$ cat config.mk
export PLATFORM = sky130hd
export DESIGN_NAME = c2h_stream_ctrl
export DESIGN_NICKNAME = d
export VERILOG_FILES = /design/src/rtl/c2h_stream_ctrl.sv
export SDC_FILE = /design/constraint.sdc
export NUM_CORES = 1
export LEC_CHECK = 0
export CAP_MARGIN = 25
export CORE_MARGIN = 1
export CORE_UTILIZATION = 55
export DETAILED_ROUTE_END_ITERATION = 8
export DONT_BUFFER_PORTS = 1
export PLACE_DENSITY_LB_ADDON = 0.08
export SLEW_MARGIN = 15
export SYNTH_ARGS = -nofsm -noshare
export SYNTH_HDL_FRONTEND = slang
export SYNTH_SLANG_ARGS = --single-unit
$ cat constraint.sdc
create_clock -name user_clk -period 5.05 [get_ports user_clk]
set_input_delay 1.2625 -clock user_clk [delete_from_list [all_inputs] [get_ports user_clk]]
set_output_delay 1.2625 -clock user_clk [all_outputs]
set_load 0.01 [all_outputs]
$ cat src/rtl/c2h_stream_ctrl.sv
// Result-FIFO to XDMA C2H AXI-Stream drainer with partial final-beat tkeep,
// a 2-entry output skid and an irq req/ack completion handshake.
module c2h_stream_ctrl #(
   parameter int TCQ        = 1,
   parameter int DATA_WIDTH = 128,
   parameter int KEEP_WIDTH = DATA_WIDTH / 8,
   parameter int LEN_WIDTH  = 32,
   parameter int IRQ_WIDTH  = 1
) (
   input  logic                  user_clk,
   input  logic                  user_rst,
   input  logic                  process_done,
   input  logic [LEN_WIDTH-1:0]  data_len,
   input  logic [DATA_WIDTH-1:0] fifo_dout,
   output logic                  fifo_rd_en,
   input  logic                  fifo_empty,
   output logic [DATA_WIDTH-1:0] m_axis_c2h_tdata,
   output logic [KEEP_WIDTH-1:0] m_axis_c2h_tkeep,
   output logic                  m_axis_c2h_tlast,
   output logic                  m_axis_c2h_tvalid,
   input  logic                  m_axis_c2h_tready,
   output logic [IRQ_WIDTH-1:0]  irq_req,
   input  logic [IRQ_WIDTH-1:0]  irq_ack,
   output logic                  busy,
   output logic                  done_dropped
);

   localparam int KW_LOG2 = $clog2(KEEP_WIDTH);
   localparam int CW      = LEN_WIDTH - KW_LOG2 + 1;
   localparam logic [CW-1:0]         CNT_ONE   = {{(CW-1){1'b0}}, 1'b1};
   localparam logic [KEEP_WIDTH-1:0] KEEP_ONES = '1;

   typedef enum logic [1:0] {
      S_IDLE,
      S_STREAM,
      S_IRQ
   } state_e;

   state_e                state_q, state_d;
   logic [KW_LOG2-1:0]    rem_q, rem_d;
   logic [CW-1:0]         rd_left_q, rd_left_d;
   logic [CW-1:0]         tx_left_q, tx_left_d;
   logic                  inflight_q, inflight_d;
   logic [1:0]            cnt_q, cnt_d;
   logic [DATA_WIDTH-1:0] head_q, head_d;
   logic [DATA_WIDTH-1:0] tail_q, tail_d;
   logic                  irq_req_q, irq_req_d;
   logic                  done_dropped_q, done_dropped_d;

   logic [KW_LOG2-1:0]    len_rem;
   logic [CW-1:0]         beats;
   logic [1:0]            occ;
   logic                  push;
   logic                  pop;
   logic                  room;

   // TCQ only ever shaped simulation delays; this RTL is zero-delay.
   logic                  unused_ok;
   assign unused_ok = ^{irq_ack, TCQ[0]};

   always_comb begin
      len_rem = data_len[KW_LOG2-1:0];
      beats   = {1'b0, data_len[LEN_WIDTH-1:KW_LOG2]}
              + {{(CW-1){1'b0}}, (len_rem != '0)};
      push    = inflight_q;
      pop     = (cnt_q != 2'd0) && m_axis_c2h_tready;
      occ     = cnt_q + {1'b0, inflight_q};
      // A beat leaving this cycle frees its slot, which keeps 1 beat/cycle.
      room    = (occ < 2'd2) || (pop && (occ == 2'd2));
   end

   always_comb begin
      state_d        = state_q;
      rem_d          = rem_q;
      rd_left_d      = rd_left_q;
      tx_left_d      = tx_left_q;
      head_d         = head_q;
      tail_d         = tail_q;
      cnt_d          = cnt_q;
      irq_req_d      = 1'b0;
      done_dropped_d = process_done && (state_q != S_IDLE);
      fifo_rd_en     = 1'b0;

      case (state_q)
         S_IDLE: begin
            if (process_done) begin
               rem_d = len_rem;
               if (data_len == '0) begin
                  state_d = S_IRQ;
               end else begin
                  rd_left_d = beats;
                  tx_left_d = beats;
                  state_d   = S_STREAM;
               end
            end
         end
         S_STREAM: begin
            fifo_rd_en = !fifo_empty && (rd_left_q != '0) && room;
            if (fifo_rd_en) begin
               rd_left_d = rd_left_q - CNT_ONE;
            end
            if (pop) begin
               tx_left_d = tx_left_q - CNT_ONE;
               if (tx_left_q == CNT_ONE) begin
                  state_d = S_IRQ;
               end
            end
         end
         S_IRQ: begin
            if (irq_req_q && irq_ack[0]) begin
               state_d = S_IDLE;
            end else begin
               irq_req_d = 1'b1;
            end
         end
         default: state_d = S_IDLE;
      endcase

      inflight_d = fifo_rd_en;

      case ({push, pop})
         2'b10: begin
            if (cnt_q == 2'd0) begin
               head_d = fifo_dout;
            end else begin
               tail_d = fifo_dout;
            end
            cnt_d = cnt_q + 2'd1;
         end
         2'b01: begin
            head_d = tail_q;
            cnt_d  = cnt_q - 2'd1;
         end
         2'b11: begin
            if (cnt_q == 2'd1) begin
               head_d = fifo_dout;
            end else begin
               head_d = tail_q;
               tail_d = fifo_dout;
            end
         end
         default: ;
      endcase
   end

   always_ff @(posedge user_clk or negedge user_rst) begin
      if (!user_rst) begin
         state_q        <= S_IDLE;
         rem_q          <= '0;
         rd_left_q      <= '0;
         tx_left_q      <= '0;
         inflight_q     <= 1'b0;
         cnt_q          <= '0;
         head_q         <= '0;
         tail_q         <= '0;
         irq_req_q      <= 1'b0;
         done_dropped_q <= 1'b0;
      end else begin
         state_q        <= state_d;
         rem_q          <= rem_d;
         rd_left_q      <= rd_left_d;
         tx_left_q      <= tx_left_d;
         inflight_q     <= inflight_d;
         cnt_q          <= cnt_d;
         head_q         <= head_d;
         tail_q         <= tail_d;
         irq_req_q      <= irq_req_d;
         done_dropped_q <= done_dropped_d;
      end
   end

   always_comb begin
      m_axis_c2h_tvalid = (cnt_q != 2'd0);
      m_axis_c2h_tdata  = head_q;
      m_axis_c2h_tlast  = m_axis_c2h_tvalid && (tx_left_q == CNT_ONE);
      m_axis_c2h_tkeep  = '0;
      if (m_axis_c2h_tvalid) begin
         m_axis_c2h_tkeep = (m_axis_c2h_tlast && (rem_q != '0)) ?
                            ~(KEEP_ONES << rem_q) : KEEP_ONES;
      end
      irq_req      = '0;
      irq_req[0]   = irq_req_q;
      busy         = (state_q != S_IDLE);
      done_dropped = done_dropped_q;
   end

endmodule

==> reports/metrics.cfg <==
[power_and_ir_drop]
power.density_nw_per_um2=700
ir_drop_mv=0.384
cellLeakagePower_nw=6.85

[synth]
syn-instance-count=1500
avgSynthCellArea_um2=10.2
yosysTopAreaCellShare=0.532
netlist_area_um2=15300
async_flop_share=1.00
synth_ff_type=dfrtp_1
yosys-top-cells-count=dfrtp_1, o21ai_0, nand2_1
synth_nets=1678
synth.distinct_cells=61
yosys_register_bits=325
synth_edf_count=0
synthTopCellsByArea=dfrtp_1, mux2_2, o21ai_0
yosys.area.top_type=dfrtp_1
yosysMostFrequentCell=dfrtp_1
ys_seq_area_frac=0.532
yosys_warnings=0

[finish]
antenna_cells=0
fin_nets=1628
multiInputGateArea_um2=6680
final_cells=1842
drive_above_1_share=0.158
fillers=2223
areaGrowthSynthToFinish_pct=9.97
ff_latch_area_um2=8130
stdcell_area_um2=16800

[global_routing]
grtUsageTotal=0.271
grt_overflow=0
grt_start_max_net_pins=326
grt_antenna_before_repair=0
grt_pass1_vias=11332
grt_first_pass_wirelength_um=61500

[sta]
slew_headroom=0.339
min_period_over_period=0.882
finalSetupTns_ns=0
worst_pin_slew_ns=0.982
rsz0062_at_grt=no
hold_viol=0
final_max_slew_viol_count=0
setup_viol=0
max_freq_mhz=225
skew_ns=0.0246
post-route-min-period_ns=4.45

[route]
routedWlPerCell_um=20.7
drt_first_pass_iters=5
routed-via-count=11493
wl_um=38100
drc=0
drt_iter0_drc=853
drtAntennaViolNets=0
via_per_inst=6.24

[die]
dieArea_um2=28500
rows=60
fp.dieW_um=169
core_area_um2=27100
start_util=0.564
num_io_pins=316
die_y_um=169

[worst_setup_path]
ff2ff_setup_slack_ns=1.47
setup.worst_path.start=tx_left_q[9]
crit_fanout=9
start_kind=flop
ff2ff_path_depth=10
r2r_start=cnt_q[0]
endpoint_kind=output pin
r2r-end=tail_q[39]
cp_data_arrival_time_ns=3.19
crit_type=flop to output pin
cp.required_ns=3.79

[placed_design]
placed_area_um2=15600
dp_cells=1783
hpwl_um=25300
io_buffers=0
place_congestion=0.937

[clocking]
htreeDepth=2
clkSinkCount=325
cts_root_buffer=clkbuf_16
postCtsResizedCells=0
clk_pin_slew_ns=0.06
cts_tree=yes
cts_hold_buf=0
clk_path_buf_depth=3
post_cts_buffers=0
cts_buffers=37
clk_latency_ns=0.52

[hold_path]
worstHoldPathType=input port to asynchronous set/reset pin

[run_status]
status=complete, no violations

[flow_run]
max_cap_violations=0

through the flow:
step	utilization	power, mW	hold WS (ns)	worst slack (ns)
floorplan	-	8.01	0.444	1.51
global placement	0.577	9.00	0.483	1.29
detailed placement	0.577	9.16	0.493	1.19
CTS	0.621	11.9	0.439	0.662
global route	0.621	12.6	0.440	0.406
finish	0.621	11.8	0.461	0.596
power by group:
| part | switching, mW | internal (mW) | total, mW | leakage [nW] |
|---|---|---|---|---|
| clock | 1.03 | 1.64 | 2.66 | 0.588 |
| sequential | 1.21 | 3.91 | 5.12 | 3.92 |
| combinational | 2.18 | 1.81 | 3.99 | 2.34 |
| total | 4.42 | 7.35 | 11.8 | 6.85 |
worst max-delay path by stage:
stage	endpoint	depth (start not counted)
after detailed placement	m_axis_c2h_tkeep[6]	5
after global routing	m_axis_c2h_tkeep[6]	5
final	m_axis_c2h_tkeep[6]	5
after CTS	m_axis_c2h_tkeep[6]	5
after global placement	rd_left_q[24]	9
after floorplan	fifo_rd_en	3
state kept, by name, summed over array words and instances (netlist names):
| name | flops |
|---|---|
| cnt_q | 2 |
| done_dropped | 1 |
| inflight_q | 1 |
| irq_req | 1 |
| m_axis_c2h_tdata | 128 |
| rd_left_q | 29 |
| rem_q | 4 |
| state_q | 2 |
| tail_q | 128 |
| tx_left_q | 29 |
cell families after synthesis:
family          synth area share
compound gates             0.195
xor+xnor                  0.0109
simple gates               0.120
flops                      0.532
fa+ha+maj                0.00981
mux                       0.0977
buf+inv                   0.0353
cell usage in the layout, fill, tap and decap left out, types with 26 or more instances in the layout:
cell,count
o21ai_0,206
a21oi_1,68
nor4_1,28
nor3_1,37
clkbuf_16,38
dfrtp_1,325
nand2_1,169
nor2_1,65
a22oi_1,135
inv_1,26
mux2_2,130
worst max-delay path, stage by stage (launching register included):
cell     delay [ns]
dfrtp_1        0.42
or4_1          0.65
nor4_1         0.52
nand4_2        0.39
nor3_1         0.50
a21oi_1        0.20
layer usage:
layer / up-vias / routed length [µm] / global-route usage
li1: 5350 / - / -
met1: 5599 / 15200 / 0.351
met2: 462 / 17600 / 0.421
met3: 82 / 3930 / 0.0921
met4: 0 / 1420 / 0.104
met5: - / 0 / 0
final cells by class:
class / instances / area share
Sequential cell: 325 / 0.483
Multi-Input combinational cell: 1037 / 0.397
Clock buffer: 50 / 0.0616
Tap cell: 372 / 0.0277
Timing Repair Buffer: 23 / 0.0147
Clock inverter: 9 / 0.00967
Inverter: 26 / 0.00580
(Power assumes the default switching activity.)
